--- config.mk ---
export PLATFORM = sky130hd
export DESIGN_NAME = blwl_config_driver
export DESIGN_NICKNAME = d
export VERILOG_FILES = /design/src/rtl/blwl_config_driver.sv
export SDC_FILE = /design/constraint.sdc
export NUM_CORES = 1
export LEC_CHECK = 0
export ABC_AREA = 1
export CORE_MARGIN = 5
export CORE_UTILIZATION = 50
export CTS_BUF_LIST = sky130_fd_sc_hd__clkbuf_4
export DETAILED_ROUTE_END_ITERATION = 10
export HOLD_SLACK_MARGIN = 0.06
export PLACE_DENSITY = 0.82
export SLEW_MARGIN = 20
export SYNTH_ARGS = -nofsm -noshare
export SYNTH_HDL_FRONTEND = slang
export SYNTH_SLANG_ARGS = --single-unit
--- constraint.sdc ---
create_clock -name prog_clk -period 1.9 [get_ports prog_clk]
set_input_delay 0.38 -clock prog_clk [delete_from_list [all_inputs] [get_ports prog_clk]]
set_output_delay 0.38 -clock prog_clk [all_outputs]
set_load 0.1 [all_outputs]
--- src/rtl/blwl_config_driver.sv ---
// Bank configuration programmer: streams words onto bl and strobes one wl row with programmable setup/pulse timing.
// Optional BLWL_AUTO_ADDR_EN: rows come from an internal wrapping counter instead of cfg_addr.
module blwl_config_driver #(
    parameter int BL_WIDTH     = 8,
    parameter int WL_WIDTH     = 8,
    parameter int SETUP_CYCLES = 1,
    parameter int PULSE_CYCLES = 2,
    localparam int AW = (WL_WIDTH > 1) ? $clog2(WL_WIDTH) : 1
) (
    input  logic                prog_clk,
    input  logic                prog_reset,
    input  logic                cfg_valid,
    output logic                cfg_ready,
    input  logic [BL_WIDTH-1:0] cfg_data,
    input  logic [AW-1:0]       cfg_addr,
    input  logic                cfg_last,
    output logic [BL_WIDTH-1:0] bl,
    output logic [WL_WIDTH-1:0] wl,
    output logic                busy,
    output logic                done,
    output logic                addr_err
);

    typedef enum logic [1:0] {IDLE, SETUP, PULSE, HOLD} state_t;

    localparam logic [3:0]          SETUP_LD = 4'(SETUP_CYCLES - 1);
    localparam logic [3:0]          PULSE_LD = 4'(PULSE_CYCLES - 1);
    localparam logic [WL_WIDTH-1:0] WL_ONE   = WL_WIDTH'(1);

    state_t        state;
    logic [3:0]    cnt;
    logic [AW-1:0] addr_q;
    logic          last_q;
    logic          addr_ok;
    logic [AW-1:0] next_addr;

`ifdef BLWL_AUTO_ADDR_EN
    localparam logic [AW-1:0] ROW_MAX = AW'(WL_WIDTH - 1);

    logic [AW-1:0] row;
    logic          unused_cfg_addr;

    assign unused_cfg_addr = ^cfg_addr;
    assign addr_ok         = 1'b1;
    assign next_addr       = row;
    assign addr_err        = 1'b0;

    // Advance once per strobed row; a completed bitstream restarts at row 0.
    always_ff @(posedge prog_clk) begin
        if (prog_reset)
            row <= '0;
        else if (state == PULSE && cnt == 4'd0)
            row <= (row == ROW_MAX) ? '0 : row + 1'b1;
        else if (state == HOLD && last_q)
            row <= '0;
    end
`else
    localparam logic [AW:0] WL_LIM = (AW+1)'(WL_WIDTH);

    assign addr_ok   = ({1'b0, cfg_addr} < WL_LIM);
    assign next_addr = cfg_addr;

    always_ff @(posedge prog_clk) begin
        if (prog_reset)
            addr_err <= 1'b0;
        else if (state == IDLE && cfg_valid && cfg_ready && !addr_ok)
            addr_err <= 1'b1;
    end
`endif

    always_ff @(posedge prog_clk) begin
        if (prog_reset) begin
            state     <= IDLE;
            bl        <= '0;
            wl        <= '0;
            cfg_ready <= 1'b1;
            busy      <= 1'b0;
            done      <= 1'b0;
            cnt       <= 4'd0;
            addr_q    <= '0;
            last_q    <= 1'b0;
        end else begin
            case (state)
                IDLE: begin
                    done <= 1'b0;
                    // Out-of-range words are dropped here; only the sticky flag records them.
                    if (cfg_valid && cfg_ready && addr_ok) begin
                        state     <= SETUP;
                        bl        <= cfg_data;
                        addr_q    <= next_addr;
                        last_q    <= cfg_last;
                        cnt       <= SETUP_LD;
                        cfg_ready <= 1'b0;
                        busy      <= 1'b1;
                    end
                end
                SETUP: begin
                    if (cnt == 4'd0) begin
                        state <= PULSE;
                        wl    <= WL_ONE << addr_q;
                        cnt   <= PULSE_LD;
                    end else begin
                        cnt <= cnt - 4'd1;
                    end
                end
                PULSE: begin
                    if (cnt == 4'd0) begin
                        state <= HOLD;
                        wl    <= '0;
                    end else begin
                        cnt <= cnt - 4'd1;
                    end
                end
                HOLD: begin
                    state     <= IDLE;
                    bl        <= '0;
                    cfg_ready <= 1'b1;
                    busy      <= 1'b0;
                    done      <= last_q;
                    cnt       <= 4'd0;
                end
                default: state <= IDLE;
            endcase
        end
    end

endmodule

# Yosys cells after proc, flatten, opt, wreduce, memory -nomap -nowiden
# Cells that the tools add are included.
[word_totals]
in_bits = 15
reg_bits = 29
word_cells = 46
out_inout_bits = 20
[classes]
mux = 18
eq_ne = 7
n_reduce_logical = 10
n_shift = 1
n_addsub = 1
[op_table]
columns = ["operator", "n"]
rows = [
  ["$pmux W8 S2", 2],
  ["$mux W8", 3],
  ["$pmux W4 S4", 1],
  ["$mux W4", 3],
  ["$pmux W2 S4", 1],
  ["$shl A1 B3 Y8 const A", 1],
  ["$mux W2", 3],
  ["$ne A2 B2 Y1 const B", 3],
  ["$pmux W1 S2", 3],
  ["$reduce_and A2 Y1", 3],
  ["$reduce_and A3 Y1", 2],
  ["$eq A2 B2 Y1 const B", 2],
  ["$logic_not A4 Y1", 1],
  ["$reduce_bool A2 Y1", 2],
  ["$sub A4 B1 Y4 const B", 1],
  ["$eq A2 B1 Y1 const B", 1],
  ["$logic_not A2 Y1", 1],
  ["$mux W1", 2],
  ["$ne A2 B1 Y1 const B", 1],
  ["$logic_and A1 B1 Y1", 1],
]

# Logic depth before layout (Yosys ltp)
# Gate-level depths: netlist (run 1).
[depth]
depth_word = 3
depth_mapped = 9

# Least setup slack after synthesis (run 1)
# No wires, ideal clock.
[synth_path]
kind = "reg-to-reg"
startpoint = "register cfg_ready"
endpoint = "register bl[0]"
required_ns = 1.781
arrival_time_ns = 1.762
setup_time_ns = 0.119
path_stages_with_launch = 5
path_slack_ns = 0.018
synth_period_minus_slack_ns = 1.882
cell_sequence = "dfxtp_1 nand3_2 buf_6 nand3_1 a21oi_1"
[synth_via]
elab_chain_cells = 3
[synth_lines]
columns = ["element", "line", "source"]
rows = [
  ["start, declared", "13", "output logic cfg_ready,"],
  ["start signal, assigned", "76", "cfg_ready <= 1'b1;"],
  ["start signal, assigned", "93", "cfg_ready <= 1'b0;"],
  ["start signal, assigned", "117", "cfg_ready <= 1'b1;"],
  ["$logic_and A1 B1 Y1", "87", "if (cfg_valid && cfg_ready && addr_ok) begin"],
  ["$ne A2 B1 Y1 (no line)", "n/a", ""],
  ["$reduce_and A2 Y1 (no line)", "n/a", ""],
  ["end signal, assigned", "89", "bl <= cfg_data;"],
  ["end, declared", "17", "output logic [BL_WIDTH-1:0] bl,"],
]
# Every way passes these cells.
# A chain may end at the register's enable or synchronous reset.

# Final worst setup path (run 1)
[layout_path]
startpoint = "register state[0]"
endpoint = "register cfg_ready"
[layout_via]
elab_chain_cells = 3
[layout_lines]
columns = ["element", "line", "source"]
rows = [
  ["start, declared", "30", "state_t state;"],
  ["start signal, assigned", "73", "state <= IDLE;"],
  ["start signal, assigned", "88", "state <= SETUP;"],
  ["start signal, assigned", "99", "state <= PULSE;"],
  ["$logic_not A2 Y1 / $eq A2 B2 Y1 (equally long branches)", "83", "case (state)"],
  ["$ne A2 B1 Y1 (no line) / $reduce_bool A2 Y1 (equally long branches)", "n/a", ""],
  ["$reduce_and A2 Y1 (no line)", "n/a", ""],
]
# Parallel ways exist; a longest one is shown, timed or not.

==> reports/metrics.cfg, run 1 <==
[detailed_routing]
ant_nets = 0
wl_per_cell_um = 12.4
routed_via_density = 5.30
drt_iter0_drc = 73
wl_um = 3120
drc_errors = 0
drt_first_pass_iters = 5
vias = 1331

[sta]
rsz0062_at_grt = false
fmax_mhz = 605
hold_viol = 0
skew_ns = 0.00950
fin_ws_ns = 0.246
period_share = 0.870
setup_viol = 0
tns_ns = 0
slew_viol_final = 0
fin_crit_ns = 1.65

[setup_path]
slowest_delay_ns = 0.42
worst_ep_required_time_ns = 2.11
critPathSlowestCell = or2_1
critPathKind = reg -> reg
crit_path_cell_trace = inv_1 > ha_1 > or2_1 > nand2_8 > nand2_1 > o21ai_0 > nand2_1
path_common_cell = nand2_1
critical_path_arrival_ns = 1.86
path_max_fanout = 10
start_kind = flop
cp-end-kind = flop

[final_layout]
n_fill_cell = 223
num-nets-final = 240
area_growth_pct = 26.0
register_area_um2 = 581
multi_input_area_um2 = 653
antenna_cells = 0
drive_gt1_frac = 0.149

[pwr]
power.density_nw_per_um2 = 1900
sw_frac_of_total = 0.562
power.internal_mw = 1.42
irDropWorstVdd_uv = 1450
p_seq_frac = 0.275
p_leak_nw = 0.754
combPwrFrac = 0.620
p_sw_mw = 1.82
pwr-share-clk = 0.104

[synth]
synthTopCellsByCount = 30 x nor2_1, 29 x dfxtp_1, 29 x nand2_1
async_reset_ff_frac = 0
ys_seq_elements = 29
synth_area_leaders = dfxtp_1 43%, nand3_1 8.5%, nor2_1 8.3%
synth_most_common_cell = nor2_1
synth_ff_type = dfxtp_1
syn_nets = 203
syn_area_per_cell_um2 = 7.37
yosysWarnings = 0
synth_edf_count = 0
syn_inst = 183
seq_area_frac_synth = 0.430
synth_top_cell_area_share = 0.430
synth_cell_types = 21
yosys.area.top_type = dfxtp_1
syn_area_um2 = 1350

[clocking]
clock_latency_ns = 0.32
clock-sinks = 29
ctsHoldBuffers = 0
cts_post_setup_buffers_inserted = 0
root_buffer = clkbuf_4
cts_buffers = 5
cts_buffer_depth = 2
clkSlewWorstSetupHoldPaths_ns = 0.09
htree_levels = 2
cts_tree = built
ctsResizeCount = 0

[place]
io_buffers = 33
gp_congestion = 0.844
pre_cts_slack_ns = 0.122
hpwl_um = 2380

[floorplanning]
die_h_um = 61.9
die_area_um2 = 3840
num_rows = 18
fp.dieW_um = 61.9
io_pins = 35
start_util = 0.535
core_um2 = 2520

[global_routing]
grt_max_degree = 16
antenna_found_initial = 0
grt_pass1_wl_um = 5190
grt_usage = 0.185
grt_overflow = 0
first_global_vias = 1197

[job]
cap_violations = 0

[run_status]
status = finished, final reports clean

[hold_path]
hp-class = reg -> reg

## per-stage QoR
step	hold slack, ns	std cells	util	total power, mW	instance area [um^2]
global placement	0.450	243	0.654	2.85	1650
global route	0.484	251	0.674	3.47	1700
finish	0.457	251	0.674	3.23	1700
CTS	0.459	251	0.674	3.25	1700
detailed placement	0.447	243	0.654	2.91	1650
floorplan	0.423	183	-	2.48	1350
## cell families after synthesis
kind of cell	share of synthesized area
AO/OA/AOI/OAI	0.146
AND/OR/NAND/NOR	0.289
adder cells (fa/ha/maj)	0.0464
other	0.00278
flip-flops	0.430
buffers and inverters	0.0853
## path summary, 6_finish.rpt
check / from / end / slack, ns / cells after the start
worst max-delay path: state[0] / cfg_ready / 0.25 / 7
worst min register to register: last_q / last_q / 0.46 / 2
worst min-delay path: last_q / last_q / 0.46 / 2
worst max register to register: state[0] / cfg_ready / 0.25 / 7
## layout by cell type (no fill, tap or decap), types with 2 or more instances in the layout
master and n:
o21ai_0 15, clkinv_1 2, nand2_1 29, dfxtp_1 29, inv_2 2, clkdlybuf4s50_1 14, nor2_1 30, buf_4 20
ha_1 5, inv_1 16, nand3_1 23, a21oi_1 21, clkbuf_4 5
## critical path, delay by kind of cell, from the launching register on
family,cells,cell delay (ns)
and+or+nand+nor,4,0.72
buffers and inverters,1,0.09
adders and majority gates,1,0.26
DFF,1,0.40
AOI/OAI and AO/OA,1,0.07
## layout make-up
type | count | share of cell area
clock buffers | 5 | 0.0221
clock inverters | 3 | 0.00736
inverters | 18 | 0.0398
multi-input cells | 131 | 0.384
flip-flops and latches | 29 | 0.342
well taps | 30 | 0.0221
repair buffers | 35 | 0.183
## routing by layer
| metal | track usage | routed length, um | up-vias |
|---|---|---|---|
| li1 | - | - | 674 |
| met1 | 0.224 | 1340 | 616 |
| met2 | 0.291 | 1560 | 39 |
| met3 | 0.0868 | 215 | 2 |
| met4 | 0.0606 | 13 | 0 |
| met5 | 0 | 0 | - |
## flip-flops by register name, summed over array words and instances (netlist names)
register,cells
addr_q,3
state,2
bl,8
wl,8
busy,1
cfg_ready,1
cnt,4
last_q,1
done,1
## power groups by stage
stage,Clock (mW),Combinational (mW),Sequential [mW]
after floorplan,0,0.793,1.69
after global placement,0,1.95,0.896
after detailed placement,0,2.00,0.902
after CTS,0.352,2.01,0.890
after global routing,0.394,2.17,0.912
final,0.337,2.00,0.890
No activity file was read; power rests on OpenSTA's default activity.
==> run 2, diff against run 1 <==
--- a/config.mk
+++ b/config.mk
@@ -6,6 +6,7 @@
 export NUM_CORES = 1
 export LEC_CHECK = 0
 export ABC_AREA = 1
+export CAP_MARGIN = 40
 export CORE_MARGIN = 5
 export CORE_UTILIZATION = 50
 export CTS_BUF_LIST = sky130_fd_sc_hd__clkbuf_4
==> results of run 2 <==
The final DEF is identical to that of run 1; final timing and power are the same.
==> run 3, diff against run 2 <==
--- a/config.mk
+++ b/config.mk
@@ -6,6 +6,7 @@
 export NUM_CORES = 1
 export LEC_CHECK = 0
 export ABC_AREA = 1
+export ABC_CLOCK_PERIOD_IN_PS = 1900
 export CAP_MARGIN = 40
 export CORE_MARGIN = 5
 export CORE_UTILIZATION = 50
==> results of run 3 <==
The final DEF is identical to that of run 1; final timing and power are the same.
